--- config.mk ---
export PLATFORM = sky130hd
export DESIGN_NAME = nasti_slice
export DESIGN_NICKNAME = d
export VERILOG_FILES = /design/src/rtl/nasti_slice_pkg.sv /design/src/rtl/nasti_slice_chan_fifo.sv /design/src/rtl/nasti_slice.sv
export SDC_FILE = /design/constraint.sdc
export NUM_CORES = 1
export LEC_CHECK = 0
export BUFFER_PORTS_ARGS = -buffer_cell sky130_fd_sc_hd__buf_2
export CAP_MARGIN = 20
export CORE_MARGIN = 3
export CORE_UTILIZATION = 40
export DETAILED_ROUTE_END_ITERATION = 8
export GPL_TIMING_DRIVEN = 0
export HOLD_SLACK_MARGIN = 0.12
export PLACE_DENSITY = 0.71
export SLEW_MARGIN = 0
export SYNTH_ARGS = -nofsm -noshare
export SYNTH_HDL_FRONTEND = slang
export SYNTH_SLANG_ARGS = --single-unit
--- constraint.sdc ---
create_clock -name clk -period 6.3 [get_ports clk]
set_input_delay 0.945 -clock clk [delete_from_list [all_inputs] [get_ports clk]]
set_output_delay 0.945 -clock clk [all_outputs]
set_load 0.005 [all_outputs]
--- src/rtl/nasti_slice_pkg.sv ---
// Shared definitions for the NASTI register slice: fixed AXI4 field widths and
// helpers that compute the packed payload width of each channel.
package nasti_slice_pkg;

    localparam int unsigned LEN_W    = 8;
    localparam int unsigned SIZE_W   = 3;
    localparam int unsigned BURST_W  = 2;
    localparam int unsigned LOCK_W   = 1;
    localparam int unsigned CACHE_W  = 4;
    localparam int unsigned PROT_W   = 3;
    localparam int unsigned QOS_W    = 4;
    localparam int unsigned REGION_W = 4;
    localparam int unsigned RESP_W   = 2;

    // id, addr, len, size, burst, lock, cache, prot, qos, region, user
    function automatic int unsigned aw_payload_w(input int unsigned id_w,
                                                 input int unsigned addr_w,
                                                 input int unsigned user_w);
        return id_w + addr_w + LEN_W + SIZE_W + BURST_W + LOCK_W + CACHE_W + PROT_W +
               QOS_W + REGION_W + user_w;
    endfunction

    // AR carries exactly the same field set as AW
    function automatic int unsigned ar_payload_w(input int unsigned id_w,
                                                 input int unsigned addr_w,
                                                 input int unsigned user_w);
        return aw_payload_w(id_w, addr_w, user_w);
    endfunction

    // data, strb, last, user
    function automatic int unsigned w_payload_w(input int unsigned data_w,
                                                input int unsigned user_w);
        return data_w + data_w / 8 + 1 + user_w;
    endfunction

    // id, resp, user
    function automatic int unsigned b_payload_w(input int unsigned id_w,
                                                input int unsigned user_w);
        return id_w + RESP_W + user_w;
    endfunction

    // id, data, resp, last, user
    function automatic int unsigned r_payload_w(input int unsigned id_w,
                                                input int unsigned data_w,
                                                input int unsigned user_w);
        return id_w + data_w + RESP_W + 1 + user_w;
    endfunction

endpackage

--- src/rtl/nasti_slice_chan_fifo.sv ---
// Generic valid/ready channel FIFO used once per NASTI channel.
//   clk, rst_n          : clock, asynchronous active-low reset
//   in_valid/in_ready   : upstream handshake, in_data payload
//   out_valid/out_ready : downstream handshake, out_data payload (head entry)
//   empty               : no stored beats (always 1 in bypass)
// DEPTH = 0 wires the channel straight through. DEPTH > 0 is a circular buffer
// whose in_ready is a register, so no combinational path runs from out_ready
// back to in_ready.
module nasti_slice_chan_fifo #(
    parameter int unsigned WIDTH = 8,
    parameter int          DEPTH = 2
) (
    input  logic             clk,
    input  logic             rst_n,
    input  logic             in_valid,
    output logic             in_ready,
    input  logic [WIDTH-1:0] in_data,
    output logic             out_valid,
    input  logic             out_ready,
    output logic [WIDTH-1:0] out_data,
    output logic             empty
);

    if (DEPTH < 0) begin : g_bad_depth
        $error("nasti_slice_chan_fifo: DEPTH must be >= 0");
    end

    if (DEPTH == 0) begin : g_bypass
        assign in_ready  = out_ready;
        assign out_valid = in_valid;
        assign out_data  = in_data;
        assign empty     = 1'b1;

        logic unused_ctl;
        assign unused_ctl = clk ^ rst_n;
    end else begin : g_fifo
        localparam int CNT_W = $clog2(DEPTH + 1);
        localparam int PTR_W = (DEPTH > 1) ? $clog2(DEPTH) : 1;
        localparam logic [CNT_W-1:0] FULL_CNT = CNT_W'(DEPTH);
        localparam logic [PTR_W-1:0] LAST_PTR = PTR_W'(DEPTH - 1);

        // Sized to the full pointer range so every pointer value indexes legally;
        // entries at or beyond DEPTH are never written.
        logic [WIDTH-1:0] mem [1 << PTR_W];
        logic [PTR_W-1:0] wr_ptr_q, wr_ptr_d;
        logic [PTR_W-1:0] rd_ptr_q, rd_ptr_d;
        logic [CNT_W-1:0] cnt_q, cnt_d;
        logic             rdy_q;
        logic             push;
        logic             pop;

        assign push      = in_valid & rdy_q;
        assign pop       = out_valid & out_ready;
        assign in_ready  = rdy_q;
        assign out_valid = (cnt_q != '0);
        assign out_data  = mem[rd_ptr_q];
        assign empty     = (cnt_q == '0);

        always_comb begin
            wr_ptr_d = wr_ptr_q;
            rd_ptr_d = rd_ptr_q;
            cnt_d    = cnt_q;
            if (push) wr_ptr_d = (wr_ptr_q == LAST_PTR) ? '0 : wr_ptr_q + PTR_W'(1);
            if (pop)  rd_ptr_d = (rd_ptr_q == LAST_PTR) ? '0 : rd_ptr_q + PTR_W'(1);
            if (push && !pop)      cnt_d = cnt_q + CNT_W'(1);
            else if (pop && !push) cnt_d = cnt_q - CNT_W'(1);
        end

        // rdy_q stays low through reset and rises on the first clock after release.
        always_ff @(posedge clk or negedge rst_n) begin
            if (!rst_n) begin
                wr_ptr_q <= '0;
                rd_ptr_q <= '0;
                cnt_q    <= '0;
                rdy_q    <= 1'b0;
            end else begin
                wr_ptr_q <= wr_ptr_d;
                rd_ptr_q <= rd_ptr_d;
                cnt_q    <= cnt_d;
                rdy_q    <= (cnt_d != FULL_CNT);
            end
        end

        always_ff @(posedge clk) begin
            if (push) mem[wr_ptr_q] <= in_data;
        end
    end

endmodule

--- src/rtl/nasti_slice.sv ---
// NASTI (AXI4) register slice: one independent FIFO per channel between the
// slave-side (s_*) and master-side (m_*) ports.
//   clk, rst_n : clock, asynchronous active-low reset
//   s_aw/s_w/s_ar in, s_b/s_r out : upstream (interconnect) side
//   m_aw/m_w/m_ar out, m_b/m_r in : downstream (controller) side
//   idle       : every channel FIFO empty
// Each *_DEPTH: 0 = combinational pass-through, 1 = half rate, >=2 full rate.
module nasti_slice
    import nasti_slice_pkg::*;
#(
    parameter int ID_WIDTH   = 9,
    parameter int ADDR_WIDTH = 32,
    parameter int DATA_WIDTH = 64,
    parameter int USER_WIDTH = 1,
    parameter int AW_DEPTH   = 2,
    parameter int W_DEPTH    = 2,
    parameter int B_DEPTH    = 2,
    parameter int AR_DEPTH   = 2,
    parameter int R_DEPTH    = 2
) (
    input  logic                    clk,
    input  logic                    rst_n,
    // slave side
    input  logic                    s_aw_valid,
    output logic                    s_aw_ready,
    input  logic [ID_WIDTH-1:0]     s_aw_id,
    input  logic [ADDR_WIDTH-1:0]   s_aw_addr,
    input  logic [LEN_W-1:0]        s_aw_len,
    input  logic [SIZE_W-1:0]       s_aw_size,
    input  logic [BURST_W-1:0]      s_aw_burst,
    input  logic                    s_aw_lock,
    input  logic [CACHE_W-1:0]      s_aw_cache,
    input  logic [PROT_W-1:0]       s_aw_prot,
    input  logic [QOS_W-1:0]        s_aw_qos,
    input  logic [REGION_W-1:0]     s_aw_region,
    input  logic [USER_WIDTH-1:0]   s_aw_user,
    input  logic                    s_w_valid,
    output logic                    s_w_ready,
    input  logic [DATA_WIDTH-1:0]   s_w_data,
    input  logic [DATA_WIDTH/8-1:0] s_w_strb,
    input  logic                    s_w_last,
    input  logic [USER_WIDTH-1:0]   s_w_user,
    output logic                    s_b_valid,
    input  logic                    s_b_ready,
    output logic [ID_WIDTH-1:0]     s_b_id,
    output logic [RESP_W-1:0]       s_b_resp,
    output logic [USER_WIDTH-1:0]   s_b_user,
    input  logic                    s_ar_valid,
    output logic                    s_ar_ready,
    input  logic [ID_WIDTH-1:0]     s_ar_id,
    input  logic [ADDR_WIDTH-1:0]   s_ar_addr,
    input  logic [LEN_W-1:0]        s_ar_len,
    input  logic [SIZE_W-1:0]       s_ar_size,
    input  logic [BURST_W-1:0]      s_ar_burst,
    input  logic                    s_ar_lock,
    input  logic [CACHE_W-1:0]      s_ar_cache,
    input  logic [PROT_W-1:0]       s_ar_prot,
    input  logic [QOS_W-1:0]        s_ar_qos,
    input  logic [REGION_W-1:0]     s_ar_region,
    input  logic [USER_WIDTH-1:0]   s_ar_user,
    output logic                    s_r_valid,
    input  logic                    s_r_ready,
    output logic [ID_WIDTH-1:0]     s_r_id,
    output logic [DATA_WIDTH-1:0]   s_r_data,
    output logic [RESP_W-1:0]       s_r_resp,
    output logic                    s_r_last,
    output logic [USER_WIDTH-1:0]   s_r_user,
    // master side
    output logic                    m_aw_valid,
    input  logic                    m_aw_ready,
    output logic [ID_WIDTH-1:0]     m_aw_id,
    output logic [ADDR_WIDTH-1:0]   m_aw_addr,
    output logic [LEN_W-1:0]        m_aw_len,
    output logic [SIZE_W-1:0]       m_aw_size,
    output logic [BURST_W-1:0]      m_aw_burst,
    output logic                    m_aw_lock,
    output logic [CACHE_W-1:0]      m_aw_cache,
    output logic [PROT_W-1:0]       m_aw_prot,
    output logic [QOS_W-1:0]        m_aw_qos,
    output logic [REGION_W-1:0]     m_aw_region,
    output logic [USER_WIDTH-1:0]   m_aw_user,
    output logic                    m_w_valid,
    input  logic                    m_w_ready,
    output logic [DATA_WIDTH-1:0]   m_w_data,
    output logic [DATA_WIDTH/8-1:0] m_w_strb,
    output logic                    m_w_last,
    output logic [USER_WIDTH-1:0]   m_w_user,
    input  logic                    m_b_valid,
    output logic                    m_b_ready,
    input  logic [ID_WIDTH-1:0]     m_b_id,
    input  logic [RESP_W-1:0]       m_b_resp,
    input  logic [USER_WIDTH-1:0]   m_b_user,
    output logic                    m_ar_valid,
    input  logic                    m_ar_ready,
    output logic [ID_WIDTH-1:0]     m_ar_id,
    output logic [ADDR_WIDTH-1:0]   m_ar_addr,
    output logic [LEN_W-1:0]        m_ar_len,
    output logic [SIZE_W-1:0]       m_ar_size,
    output logic [BURST_W-1:0]      m_ar_burst,
    output logic                    m_ar_lock,
    output logic [CACHE_W-1:0]      m_ar_cache,
    output logic [PROT_W-1:0]       m_ar_prot,
    output logic [QOS_W-1:0]        m_ar_qos,
    output logic [REGION_W-1:0]     m_ar_region,
    output logic [USER_WIDTH-1:0]   m_ar_user,
    input  logic                    m_r_valid,
    output logic                    m_r_ready,
    input  logic [ID_WIDTH-1:0]     m_r_id,
    input  logic [DATA_WIDTH-1:0]   m_r_data,
    input  logic [RESP_W-1:0]       m_r_resp,
    input  logic                    m_r_last,
    input  logic [USER_WIDTH-1:0]   m_r_user,
    output logic                    idle
);

    if (USER_WIDTH <= 0) begin : g_bad_user
        $error("nasti_slice: USER_WIDTH must be > 0");
    end
    if (ID_WIDTH <= 0 || ADDR_WIDTH <= 0 || DATA_WIDTH <= 0 || DATA_WIDTH % 8 != 0)
    begin : g_bad_width
        $error("nasti_slice: ID/ADDR widths must be > 0, DATA_WIDTH a multiple of 8");
    end

    localparam int unsigned AW_W = aw_payload_w(ID_WIDTH, ADDR_WIDTH, USER_WIDTH);
    localparam int unsigned W_W  = w_payload_w(DATA_WIDTH, USER_WIDTH);
    localparam int unsigned B_W  = b_payload_w(ID_WIDTH, USER_WIDTH);
    localparam int unsigned AR_W = ar_payload_w(ID_WIDTH, ADDR_WIDTH, USER_WIDTH);
    localparam int unsigned R_W  = r_payload_w(ID_WIDTH, DATA_WIDTH, USER_WIDTH);

    logic [AW_W-1:0] aw_in, aw_out;
    logic [W_W-1:0]  w_in, w_out;
    logic [B_W-1:0]  b_in, b_out;
    logic [AR_W-1:0] ar_in, ar_out;
    logic [R_W-1:0]  r_in, r_out;
    logic            aw_empty, w_empty, b_empty, ar_empty, r_empty;

    assign aw_in = {s_aw_id, s_aw_addr, s_aw_len, s_aw_size, s_aw_burst, s_aw_lock,
                    s_aw_cache, s_aw_prot, s_aw_qos, s_aw_region, s_aw_user};
    assign {m_aw_id, m_aw_addr, m_aw_len, m_aw_size, m_aw_burst, m_aw_lock,
            m_aw_cache, m_aw_prot, m_aw_qos, m_aw_region, m_aw_user} = aw_out;

    assign w_in = {s_w_data, s_w_strb, s_w_last, s_w_user};
    assign {m_w_data, m_w_strb, m_w_last, m_w_user} = w_out;

    assign b_in = {m_b_id, m_b_resp, m_b_user};
    assign {s_b_id, s_b_resp, s_b_user} = b_out;

    assign ar_in = {s_ar_id, s_ar_addr, s_ar_len, s_ar_size, s_ar_burst, s_ar_lock,
                    s_ar_cache, s_ar_prot, s_ar_qos, s_ar_region, s_ar_user};
    assign {m_ar_id, m_ar_addr, m_ar_len, m_ar_size, m_ar_burst, m_ar_lock,
            m_ar_cache, m_ar_prot, m_ar_qos, m_ar_region, m_ar_user} = ar_out;

    assign r_in = {m_r_id, m_r_data, m_r_resp, m_r_last, m_r_user};
    assign {s_r_id, s_r_data, s_r_resp, s_r_last, s_r_user} = r_out;

    nasti_slice_chan_fifo #(.WIDTH(AW_W), .DEPTH(AW_DEPTH)) u_aw (
        .clk(clk), .rst_n(rst_n),
        .in_valid(s_aw_valid), .in_ready(s_aw_ready), .in_data(aw_in),
        .out_valid(m_aw_valid), .out_ready(m_aw_ready), .out_data(aw_out),
        .empty(aw_empty)
    );

    nasti_slice_chan_fifo #(.WIDTH(W_W), .DEPTH(W_DEPTH)) u_w (
        .clk(clk), .rst_n(rst_n),
        .in_valid(s_w_valid), .in_ready(s_w_ready), .in_data(w_in),
        .out_valid(m_w_valid), .out_ready(m_w_ready), .out_data(w_out),
        .empty(w_empty)
    );

    nasti_slice_chan_fifo #(.WIDTH(B_W), .DEPTH(B_DEPTH)) u_b (
        .clk(clk), .rst_n(rst_n),
        .in_valid(m_b_valid), .in_ready(m_b_ready), .in_data(b_in),
        .out_valid(s_b_valid), .out_ready(s_b_ready), .out_data(b_out),
        .empty(b_empty)
    );

    nasti_slice_chan_fifo #(.WIDTH(AR_W), .DEPTH(AR_DEPTH)) u_ar (
        .clk(clk), .rst_n(rst_n),
        .in_valid(s_ar_valid), .in_ready(s_ar_ready), .in_data(ar_in),
        .out_valid(m_ar_valid), .out_ready(m_ar_ready), .out_data(ar_out),
        .empty(ar_empty)
    );

    nasti_slice_chan_fifo #(.WIDTH(R_W), .DEPTH(R_DEPTH)) u_r (
        .clk(clk), .rst_n(rst_n),
        .in_valid(m_r_valid), .in_ready(m_r_ready), .in_data(r_in),
        .out_valid(s_r_valid), .out_ready(s_r_ready), .out_data(r_out),
        .empty(r_empty)
    );

    assign idle = aw_empty & w_empty & b_empty & ar_empty & r_empty;

endmodule

==> reports/metrics.cfg <==
[global_route]
grt_pass1_wl_mm = 77.45
grt_max_degree = 62
grt_use_total_pct = 16.91
antenna_found_initial = 21
gr-total-overflow = 0
grt_pass1_vias = 13310

[clock_network]
h-tree-depth = 3
cts_resized = 0
clk_latency_ns = 0.58
clk_pin_slew_worst_paths_ns = 0.07
cts_tree = built
numCtsBuffers = 66
cts_sinks = 635
cts_root_buffer = clkbuf_16
post_cts_buffers = 0
clockBufferDepth = 3
cts_hold_buf = 0

[floorplan]
rows = 87
initial_core_util_pct = 40.82
dieArea_um2 = 61140
pin_count = 633
die_h_um = 247.3
core_um2 = 57040
die_w_um = 247.3

[synthesis]
yosysTopAreaCellShare_pct = 78.67
synthTopCellsByArea = edfxtp_1 (79%), mux2_2 (14%), dfrtp_1 (2.7%)
ys_seq_elements = 635
syn-cell-area_um2 = 23280
ys_seq_area_share_pct = 81.35
yosysWarningCount = 0
ys_types = 33
syn_nets = 1409
syn_inst = 1087
synth_top_area_cell = edfxtp_1
syn_avg_cell_area_um2 = 21.42

[critical_path]
cpLargestDelayFamily = buffers and inverters
startpoint_type = flip-flop
cp.depth = 4
cp_cell_sequence = buf_2 > buf_2 > mux2_2 > buf_2
cp_slowest_cell = mux2_2
arrival_ns = 2.12
slowest_delay_ns = 0.41
reg2reg_depth = 4
cp-end-kind = output port
crit_top_cell = buf_2
cp_data_required_time_ns = 5.35
crit_buf_inv = 3
critPathMaxFanout = 10
critical_path_class = flip-flop to output port

[pwr]
power.switching_mw = 3.883
power.leakage_nw = 11.30
switching_share_pct = 28.05
power_density_nw_per_um2 = 461.2
ir_worst_vdd_mv = 0.3692
p_int_mw = 9.962
p_clk_share_pct = 28.8
p_comb_share_pct = 28.5
seqPwrFrac_pct = 42.7

[timing]
fin_ws_ns = 3.236
post-route-period-util_pct = 48.64
setup_viol = 0
min_period_ns = 3.064
grt_setup_unrepaired = false
max-slew-margin-rel_pct = 37.88
fmax_mhz = 326.4
worstMarginPinSlew_ns = 0.9295
finClkSkew_ns = 0.01924
holdWs_ns = 0.4073
hold_viol_final = 0
slew_viol_final = 0

[cells_and_area]
drive_gt1_share_pct = 58.61
final_core_util_pct = 52.63
final_cells = 2626
areaGrowthSynthToFinish_pct = 28.93
nets = 2121
fillers = 4543
final_cell_mix = buf_2 (666), edfxtp_1 (610), mux2_2 (294)
stdcell_area_um2 = 30020
final_common_cell = buf_2

[drt]
drtIter0Drc = 519
dr.pass1.iters = 5
wirelength_mm = 53.98
ant_nets = 0
vias = 12680
viasPerCell = 4.830
routedWlPerCell_um = 20.56
drc_errors = 0

[run_status]
status = complete, no violations

[place]
place_area_um2 = 27720
numPortBuffers = 632
dp_cells = 2487
dpl.hpwl_mm = 39.26
dp_slack_ns = 3.630
gp_congestion = 0.7886

[worst_hold_path]
hold_class = primary input to async pin

[job]
cap_violations = 0

-- flip-flops by register name (all words and copies together) (netlist names), 2 cells and up --
register	flops
u_ar.g_fifo.cnt_q	2
u_ar.g_fifo.mem	142
u_aw.g_fifo.cnt_q	2
u_aw.g_fifo.mem	142
u_b.g_fifo.cnt_q	2
u_b.g_fifo.mem	24
u_r.g_fifo.cnt_q	2
u_r.g_fifo.mem	154
u_w.g_fifo.cnt_q	2
u_w.g_fifo.mem	148
-- stage by stage --
step | setup TNS, ns | power (mW)
after global placement | -29.39 | 9.875
after floorplan | 0 | 8.180
after global routing | 0 | 14.51
after CTS | 0 | 14.02
final | 0 | 13.85
after detailed placement | 0 | 9.998
-- synth_stat cells, drive strengths merged --
master,instances
nor3b,2
buf,38
dfrtp,25
nor4,3
or4,1
inv,15
nand3,1
nand4,1
o2bb2ai,3
o311a,1
xnor2,20
o21ai,7
and3,5
nor4b,1
edfxtp,610
o22ai,1
nor2,9
nor3,1
and2,4
and4,3
maj3,1
ha,5
nand2b,5
nand2,6
a21oi,8
a211oi,4
clkbuf,1
a221oi,1
mux2,305
-- routing by layer --
layer	vias to the layer above	GRT usage (%)	wire, um
met1	6271	18.45	19060
met3	134	6.159	4895
met2	523	29.79	28130
met5	-	0	63
met4	10	6.952	1829
li1	5745	-	-
-- final timing paths --
path                                                  from                               end  slack (ns)
setup / recovery           u_w.g_fifo.rd_ptr_q$_DFFE_PN0P_                      m_w_data[30]        3.24
hold reg to reg            u_b.g_fifo.wr_ptr_q$_DFFE_PN0N_   u_b.g_fifo.wr_ptr_q$_DFFE_PN0N_        0.51
max in group asynchronous                            rst_n  u_ar.g_fifo.rd_ptr_q$_DFFE_PN0P_        5.43
min in group clk           u_b.g_fifo.wr_ptr_q$_DFFE_PN0N_   u_b.g_fifo.wr_ptr_q$_DFFE_PN0N_        0.51
hold / removal                                       rst_n           u_aw.in_ready$_DFF_PN0_        0.41
setup reg to reg                   u_aw.in_ready$_DFF_PN0_  u_aw.g_fifo.mem[0][53]$_DFFE_PP_        4.29
-- final cells by class --
cell class	instances	area [um^2]	share of cell area (%)
Buffer	39	207.7	0.6919
Clock buffer	81	1792	5.968
Timing Repair Buffer	644	3433	11.44
Clock inverter	41	469.2	1.563
Antenna cell	17	42.54	0.1417
Multi-Input combinational cell	398	4130	13.76
Sequential cell	635	18940	63.10
Inverter	15	56.30	0.1876
Tap cell	756	945.9	3.151
-- kinds of logic (layout without fill, tap and decap cells) --
family          Yosys count  after routing  synth area share (%)
flops                   635            635                 81.35
simple gates             42             42                 1.026
mux                     305            305                 14.75
compound gates           25             25                0.6717
other cells               0             17                     0
buf+inv                  54            820                 1.134
fa+ha+maj                 6              6                0.3117
xor+xnor                 20             20                0.7523
-- power groups by stage --
stage          clock network [mW]  registers (mW)  logic, mW
2_1_floorplan                   0            5.99       2.19
3_3_place_gp                    0            6.07       3.81
3_5_place_dp                    0            5.99       4.00
4_1_cts                      4.07            5.91       4.04
5_1_grt                      4.25            5.98       4.29
6_report                     3.98            5.91       3.95
No activity file was read; power rests on OpenSTA's default activity.
